## config.mk

```make
export PLATFORM = sky130hd
export DESIGN_NAME = alu_op_sequencer_flat
export DESIGN_NICKNAME = d
export VERILOG_FILES = /design/src/rtl/alu_op_sequencer_if.sv /design/src/rtl/alu_op_sequencer.sv /design/src/flat_wrapper.sv
export SDC_FILE = /design/constraint.sdc
export NUM_CORES = 1
export LEC_CHECK = 0
export ABC_AREA = 1
export CAP_MARGIN = 30
export CELL_PAD_IN_SITES_DETAIL_PLACEMENT = 1
export CELL_PAD_IN_SITES_GLOBAL_PLACEMENT = 1
export CORE_MARGIN = 5
export CORE_UTILIZATION = 26
export CTS_CLUSTER_DIAMETER = 100
export DETAILED_ROUTE_END_ITERATION = 6
export HOLD_SLACK_MARGIN = 0.12
export PLACE_DENSITY = 0.81
export SLEW_MARGIN = 40
export SYNTH_ARGS = -nofsm -noshare
export SYNTH_HDL_FRONTEND = slang
export SYNTH_SLANG_ARGS = --single-unit
```

## constraint.sdc

```tcl
create_clock -name clk -period 1.71 [get_ports clk]
set_input_delay 0.342 -clock clk [delete_from_list [all_inputs] [get_ports clk]]
set_output_delay 0.342 -clock clk [all_outputs]
set_load 0.03 [all_outputs]
```

## src/rtl/alu_op_sequencer_if.sv

```systemverilog
// Request/response bus between instruction decode and the ALU op sequencer.
// The sequencer connects through the slave modport and the decode/consumer side through master.
interface alu_seq_if #(
    parameter int WIDTH = 32
);
    logic             req_valid;
    logic             req_ready;
    logic [5:0]       req_opcode;
    logic [5:0]       req_funct;
    logic [WIDTH-1:0] req_a;
    logic [WIDTH-1:0] req_b;
    logic             resp_valid;
    logic             resp_ready;
    logic [WIDTH-1:0] resp_data;
    logic             resp_zero;
    logic             resp_taken;
    logic             resp_err;

    modport slave (
        input  req_valid, req_opcode, req_funct, req_a, req_b, resp_ready,
        output req_ready, resp_valid, resp_data, resp_zero, resp_taken, resp_err
    );

    modport master (
        output req_valid, req_opcode, req_funct, req_a, req_b, resp_ready,
        input  req_ready, resp_valid, resp_data, resp_zero, resp_taken, resp_err
    );
endinterface

```

## src/rtl/alu_op_sequencer.sv

```systemverilog
// Multi-cycle front end for the 4-bit-control MIPS ALU: decode, one-cycle issue, registered response.
// Optional feature: define ALU_SEQ_BNE_EN to accept bne (opcode 000101) with taken = !zero.
//
//  state | meaning
//  ------+-------------------------------------------------------------
//  IDLE  | req_ready high, waiting for a request
//  ISSUE | decoded op and operands on the ALU for one cycle
//  RESP  | response held on the bus until resp_ready
module alu_op_sequencer #(
    parameter int          WIDTH    = 32,
    parameter logic [3:0]  NOP_CTRL = 4'b1111
) (
    input  logic             clk,
    input  logic             rst_n,
    alu_seq_if.slave         bus,
    output logic [3:0]       alu_ctrl,
    output logic [WIDTH-1:0] alu_in1,
    output logic [WIDTH-1:0] alu_in2,
    input  logic [WIDTH-1:0] alu_result,
    input  logic             alu_zero
);
    typedef enum logic [1:0] {IDLE, ISSUE, RESP} state_t;
    typedef enum logic [1:0] {BR_NONE, BR_EQ, BR_NE} br_t;

    state_t           state_q, state_nxt;
    br_t              br_q, br_nxt;
    logic [3:0]       ctrl_nxt;
    logic [WIDTH-1:0] in1_nxt, in2_nxt;
    logic             req_ready_q, req_ready_nxt;
    logic             resp_valid_q, resp_valid_nxt;
    logic [WIDTH-1:0] resp_data_q, resp_data_nxt;
    logic             resp_zero_q, resp_zero_nxt;
    logic             resp_taken_q, resp_taken_nxt;
    logic             resp_err_q, resp_err_nxt;

    logic             dec_legal;
    logic [3:0]       dec_ctrl;
    br_t              dec_br;

    always_comb begin
        dec_legal = 1'b1;
        dec_ctrl  = NOP_CTRL;
        dec_br    = BR_NONE;
        case (bus.req_opcode)
            6'b000000: begin
                case (bus.req_funct)
                    6'b100000: dec_ctrl = 4'b0010;
                    6'b100010: dec_ctrl = 4'b0110;
                    6'b100100: dec_ctrl = 4'b0000;
                    6'b100101: dec_ctrl = 4'b0001;
                    6'b101010: dec_ctrl = 4'b0111;
                    default:   dec_legal = 1'b0;
                endcase
            end
            6'b100011, 6'b101011, 6'b001000: dec_ctrl = 4'b0010;
            6'b000100: begin
                dec_ctrl = 4'b0110;
                dec_br   = BR_EQ;
            end
`ifdef ALU_SEQ_BNE_EN
            6'b000101: begin
                dec_ctrl = 4'b0110;
                dec_br   = BR_NE;
            end
`endif
            6'b001100: dec_ctrl = 4'b0000;
            6'b001101: dec_ctrl = 4'b0001;
            6'b001010: dec_ctrl = 4'b0111;
            default:   dec_legal = 1'b0;
        endcase
    end

    always_comb begin
        state_nxt      = state_q;
        br_nxt         = br_q;
        ctrl_nxt       = NOP_CTRL;
        in1_nxt        = alu_in1;
        in2_nxt        = alu_in2;
        resp_valid_nxt = resp_valid_q;
        resp_data_nxt  = resp_data_q;
        resp_zero_nxt  = resp_zero_q;
        resp_taken_nxt = resp_taken_q;
        resp_err_nxt   = resp_err_q;
        case (state_q)
            IDLE: begin
                if (bus.req_valid && req_ready_q) begin
                    if (dec_legal) begin
                        state_nxt = ISSUE;
                        br_nxt    = dec_br;
                        ctrl_nxt  = dec_ctrl;
                        in1_nxt   = bus.req_a;
                        in2_nxt   = bus.req_b;
                    end else begin
                        // Illegal ops skip the ALU entirely and answer with an error.
                        state_nxt      = RESP;
                        br_nxt         = BR_NONE;
                        resp_valid_nxt = 1'b1;
                        resp_data_nxt  = '0;
                        resp_zero_nxt  = 1'b0;
                        resp_taken_nxt = 1'b0;
                        resp_err_nxt   = 1'b1;
                    end
                end
            end
            ISSUE: begin
                state_nxt      = RESP;
                resp_valid_nxt = 1'b1;
                resp_data_nxt  = alu_result;
                resp_zero_nxt  = alu_zero;
                resp_taken_nxt = ((br_q == BR_EQ) && alu_zero) || ((br_q == BR_NE) && !alu_zero);
                resp_err_nxt   = 1'b0;
            end
            RESP: begin
                if (bus.resp_ready) begin
                    state_nxt      = IDLE;
                    resp_valid_nxt = 1'b0;
                end
            end
            default: state_nxt = IDLE;
        endcase
        req_ready_nxt = (state_nxt == IDLE);
    end

    always_ff @(posedge clk) begin
        if (!rst_n) begin
            state_q      <= IDLE;
            br_q         <= BR_NONE;
            alu_ctrl     <= NOP_CTRL;
            alu_in1      <= '0;
            alu_in2      <= '0;
            req_ready_q  <= 1'b0;
            resp_valid_q <= 1'b0;
            resp_data_q  <= '0;
            resp_zero_q  <= 1'b0;
            resp_taken_q <= 1'b0;
            resp_err_q   <= 1'b0;
        end else begin
            state_q      <= state_nxt;
            br_q         <= br_nxt;
            alu_ctrl     <= ctrl_nxt;
            alu_in1      <= in1_nxt;
            alu_in2      <= in2_nxt;
            req_ready_q  <= req_ready_nxt;
            resp_valid_q <= resp_valid_nxt;
            resp_data_q  <= resp_data_nxt;
            resp_zero_q  <= resp_zero_nxt;
            resp_taken_q <= resp_taken_nxt;
            resp_err_q   <= resp_err_nxt;
        end
    end

    assign bus.req_ready  = req_ready_q;
    assign bus.resp_valid = resp_valid_q;
    assign bus.resp_data  = resp_data_q;
    assign bus.resp_zero  = resp_zero_q;
    assign bus.resp_taken = resp_taken_q;
    assign bus.resp_err   = resp_err_q;
endmodule

```

## src/flat_wrapper.sv

```systemverilog
// flat-port wrapper written by rule: the top's interface ports become plain ports
module alu_op_sequencer_flat 
#(
    parameter int          WIDTH    = 32,
    parameter logic [3:0]  NOP_CTRL = 4'b1111
)
  (clk, rst_n, alu_ctrl, alu_in1, alu_in2, alu_result, alu_zero, bus_req_valid, bus_req_opcode, bus_req_funct, bus_req_a, bus_req_b, bus_resp_ready, bus_req_ready, bus_resp_valid, bus_resp_data, bus_resp_zero, bus_resp_taken, bus_resp_err);
  alu_seq_if #(.WIDTH(WIDTH)) bus_i ();
  input  logic clk;
  input  logic rst_n;
  output logic [3:0] alu_ctrl;
  output logic [WIDTH-1:0] alu_in1;
  output logic [WIDTH-1:0] alu_in2;
  input  logic [WIDTH-1:0] alu_result;
  input  logic alu_zero;
  input wire logic [$bits(bus_i.req_valid)-1:0] bus_req_valid;
  input wire logic [$bits(bus_i.req_opcode)-1:0] bus_req_opcode;
  input wire logic [$bits(bus_i.req_funct)-1:0] bus_req_funct;
  input wire logic [$bits(bus_i.req_a)-1:0] bus_req_a;
  input wire logic [$bits(bus_i.req_b)-1:0] bus_req_b;
  input wire logic [$bits(bus_i.resp_ready)-1:0] bus_resp_ready;
  output wire logic [$bits(bus_i.req_ready)-1:0] bus_req_ready;
  output wire logic [$bits(bus_i.resp_valid)-1:0] bus_resp_valid;
  output wire logic [$bits(bus_i.resp_data)-1:0] bus_resp_data;
  output wire logic [$bits(bus_i.resp_zero)-1:0] bus_resp_zero;
  output wire logic [$bits(bus_i.resp_taken)-1:0] bus_resp_taken;
  output wire logic [$bits(bus_i.resp_err)-1:0] bus_resp_err;
  assign bus_i.req_valid = bus_req_valid;
  assign bus_i.req_opcode = bus_req_opcode;
  assign bus_i.req_funct = bus_req_funct;
  assign bus_i.req_a = bus_req_a;
  assign bus_i.req_b = bus_req_b;
  assign bus_i.resp_ready = bus_resp_ready;
  assign bus_req_ready = bus_i.req_ready;
  assign bus_resp_valid = bus_i.resp_valid;
  assign bus_resp_data = bus_i.resp_data;
  assign bus_resp_zero = bus_i.resp_zero;
  assign bus_resp_taken = bus_i.resp_taken;
  assign bus_resp_err = bus_i.resp_err;
  alu_op_sequencer #(.WIDTH(WIDTH), .NOP_CTRL(NOP_CTRL)) u_core (.clk(clk), .rst_n(rst_n), .bus(bus_i), .alu_ctrl(alu_ctrl), .alu_in1(alu_in1), .alu_in2(alu_in2), .alu_result(alu_result), .alu_zero(alu_zero));
endmodule
```

==> results.txt <==
Status: completed
DRC viols: 0
Total clock sinks: 108
Slew Limit Fails: 0
CTS H-tree lvls: 3
Commonest cells post-synth: 212 x nand2_1, 108 x dfxtp_1, 75 x nand3_1
Number of port buffers: 217
Antenna Nets Post-Route: 0
Total gr overflow: 0
Combinational group share of total power: 15.0%
Yosys warns: 0
Non-filler instance count after layout: 943
Synth Net Count: 625
Die Y: 133 um
RSZ-0062 raised after global routing: true
Num rows: 45
Vias per cell: 4.67
Final period util: 97.5%
Average size of a mapped cell: 7.72 um2
Critical path type: in -> reg
Fraction of registers with async set/reset: 0%
Type of origin of the critical path: input port
Slowest cell on crit path: clkdlybuf4s50_1
Peak supply drop: 0.000389 V
Post-synth EDFFs: 0
Worst slew pin tran: 0.578 ns
Vias: 4,403
Clock Skews: 0.00799 ns
Slowest stage delay, CP: 0.51 ns
Final GP Congestion: 0.763
Clock share of power: 35.4%
Max_cap viols: 0
Die width: 133 um
Fin nets: 866
Max Freq: 600 MHz
Max FO, Critical Path: 9
Effective utilization at floorplan: 26.3%
Post-Route WL: 15,900 um
N_diodes: 0
Synth top area cells: dfxtp_1 55%, nand2_1 20%, nand3_1 9.5%
HPWL Detailed: 11,300 um
Gr usage total: 17.1%
Final setup margin: 0.0422 ns
Pre-CTS WS: -0.479 ns
Switch Pwr: 1.25 mW
Most frequent CP cell: nand3_4
Main synth FF type: dfxtp_1
Ports: 218
Sw Ratio: 24.1%
CTS Buf Count: 9
Final setup vio count: 0
Core box area: 15,000 um2
Worst slew margin: 61.5%
Worst EP required: 1.92 ns
Cells along the critical path: clkdlybuf4s50_1 -> nor2_4 -> o211ai_1 -> nand3_4 -> nand3_4 -> nand3_4 -> buf_12 -> buf_12 -> nand2_1 -> a21oi_2
Crit path capture type: register
CTS tree: built
Pre-antenna DRT Iters: 5
Cell Area, Synth: 3960 um2
Min cycle time layout: 1.67 ns
Sequential share of power: 49.6%
Pwr Density: 748 nW/um2
Initial antenna violation count: 0
Synth area leader: dfxtp_1
Hold/Removal Path Class: in -> reg
CTS root buf: clkbuf_16
Bufs on Longest Clock Path: 2
Proportion of netlist area held by the largest area contributor: 54.7%
Top-count cell post-synth: nand2_1
Share of layout cells above drive strength 1: 11.1%
Largest net degree at the start of global routing: 55
Leakage Power: 3.50 nW
Final hold violations: 0
Global-route wire length before repair: 24,700 um
Seq/Total Area, Yosys: 54.7%
Cts hold-fix bufs: 0
Netlist cell types: 22
Internal: 3.94 mW
P&R area growth vs syn: 75.4%
Synth Register Bits: 108
Critical path arrival: 1.88 ns
Placed instance count: 907
Per-cell routed wire length: 16.9 um
Die area: 17,800 um2
Worst-Skew Late Latency: 0.34 ns
Clk slew on worst S/H paths: 0.07 ns
Vias in the first global route: 4,824
Syn Inst Count: 512
Iteration-0 DRC Markers: 128
[layer usage]
metal  global-route usage [%]  share of wire [%]  wire, um
met5                        0                  0         0
met4                     6.80                2.5       402
met3                     6.57                8.4      1340
met2                     30.4                 50      7940
met1                     18.3                 39      6260
[area by class of cell]
class                   instances  area (um2)
well taps                     188         235
fillers                      1811        8100
clock buffers                   9         225
flip-flops and latches        108        2160
multi-input cells             356        1640
repair buffers                261        2590
inverters                      17        63.8
clock inverters                 4        20.0
[power by group through the flow]
| stage | clock (mW) | sequential, mW | combinational, mW |
|---|---|---|---|
| 3_3_place_gp | 0 | 2.63 | 0.642 |
| 2_1_floorplan | 0 | 2.69 | 0.172 |
| 3_5_place_dp | 0 | 2.63 | 0.656 |
| 4_1_cts | 1.92 | 2.57 | 0.762 |
| 6_report | 1.84 | 2.57 | 0.776 |
| 5_1_grt | 2.00 | 2.58 | 0.825 |
[sequential cells by signal, summed over array words and instances (netlist names), 2 cells and up]
register	count
u_core.alu_in2	32
u_core.alu_in1	32
u_core.bus.resp_data	32
u_core.state_q	2
u_core.alu_ctrl	4
[critical path, delay by kind of cell]
family | cells | cell delay, ns
and+or+nand+nor | 5 | 0.52
AOI/OAI and AO/OA | 2 | 0.22
buffers and inverters | 3 | 0.79
[path summary, 6_finish.rpt]
check                                        startpoint                  endpoint  slack (ns)  cells after the start
worst max-delay path                   bus_req_funct[4]  u_core.bus.resp_data[21]        0.04                     10
worst min-delay path                              rst_n        u_core.alu_in2[27]        0.46                      4
worst max register to register        u_core.state_q[1]  u_core.bus.resp_data[21]        0.23                      8
worst min register to register  u_core.bus.resp_data[8]   u_core.bus.resp_data[8]        0.46                      2
[repair_timing]
| item | CTS | global route |
|---|---|---|
| resized for setup | 116 | 30 |
| buffers inserted | 9 | 8 |
| endpoints found under the setup margin | 200 | 114 |
| gates cloned | 5 | 2 |
| pin swaps | 9 | 7 |
[cell usage in the layout (no fill, tap or decap), types with 2 or more instances in the layout]
cell type / instances
clkdlybuf4s50_1: 100
inv_1: 15
nand2_1: 211
o21ai_0: 3
a21oi_2: 5
buf_4: 28
nand3_4: 4
nor2_4: 5
dlymetal6s2s_1: 12
buf_6: 5
inv_2: 2
clkinv_2: 4
a21oi_1: 33
buf_12: 6
nand4_1: 3
nand2_2: 2
nand3_2: 2
nor2_2: 5
nand3_1: 73
dfxtp_1: 108
clkbuf_16: 10
buf_16: 3
nor2_1: 6
dlygate4sd2_1: 103
[cell families after synthesis]
group           synth area share [%]
compound gates                  5.73
buf+inv                         5.98
flops                           54.7
simple gates                    33.6
[through the flow]
stage / area [um2] / power, mW / utilization, % / TNS, ns / hold slack [ns]
detailed placement: 6410 / 3.29 / 42.6 / -45.48 / 0.457
CTS: 6790 / 5.25 / 45.2 / -0.162 / 0.452
finish: 6940 / 5.19 / 46.1 / 0 / 0.457
global placement: 6410 / 3.27 / 42.6 / -37.92 / 0.447
global route: 6940 / 5.40 / 46.1 / -0.421 / 0.472
floorplan: 3960 / 2.86 / - / 0 / 0.445
Note: power is estimated with default switching activity, not from simulation.
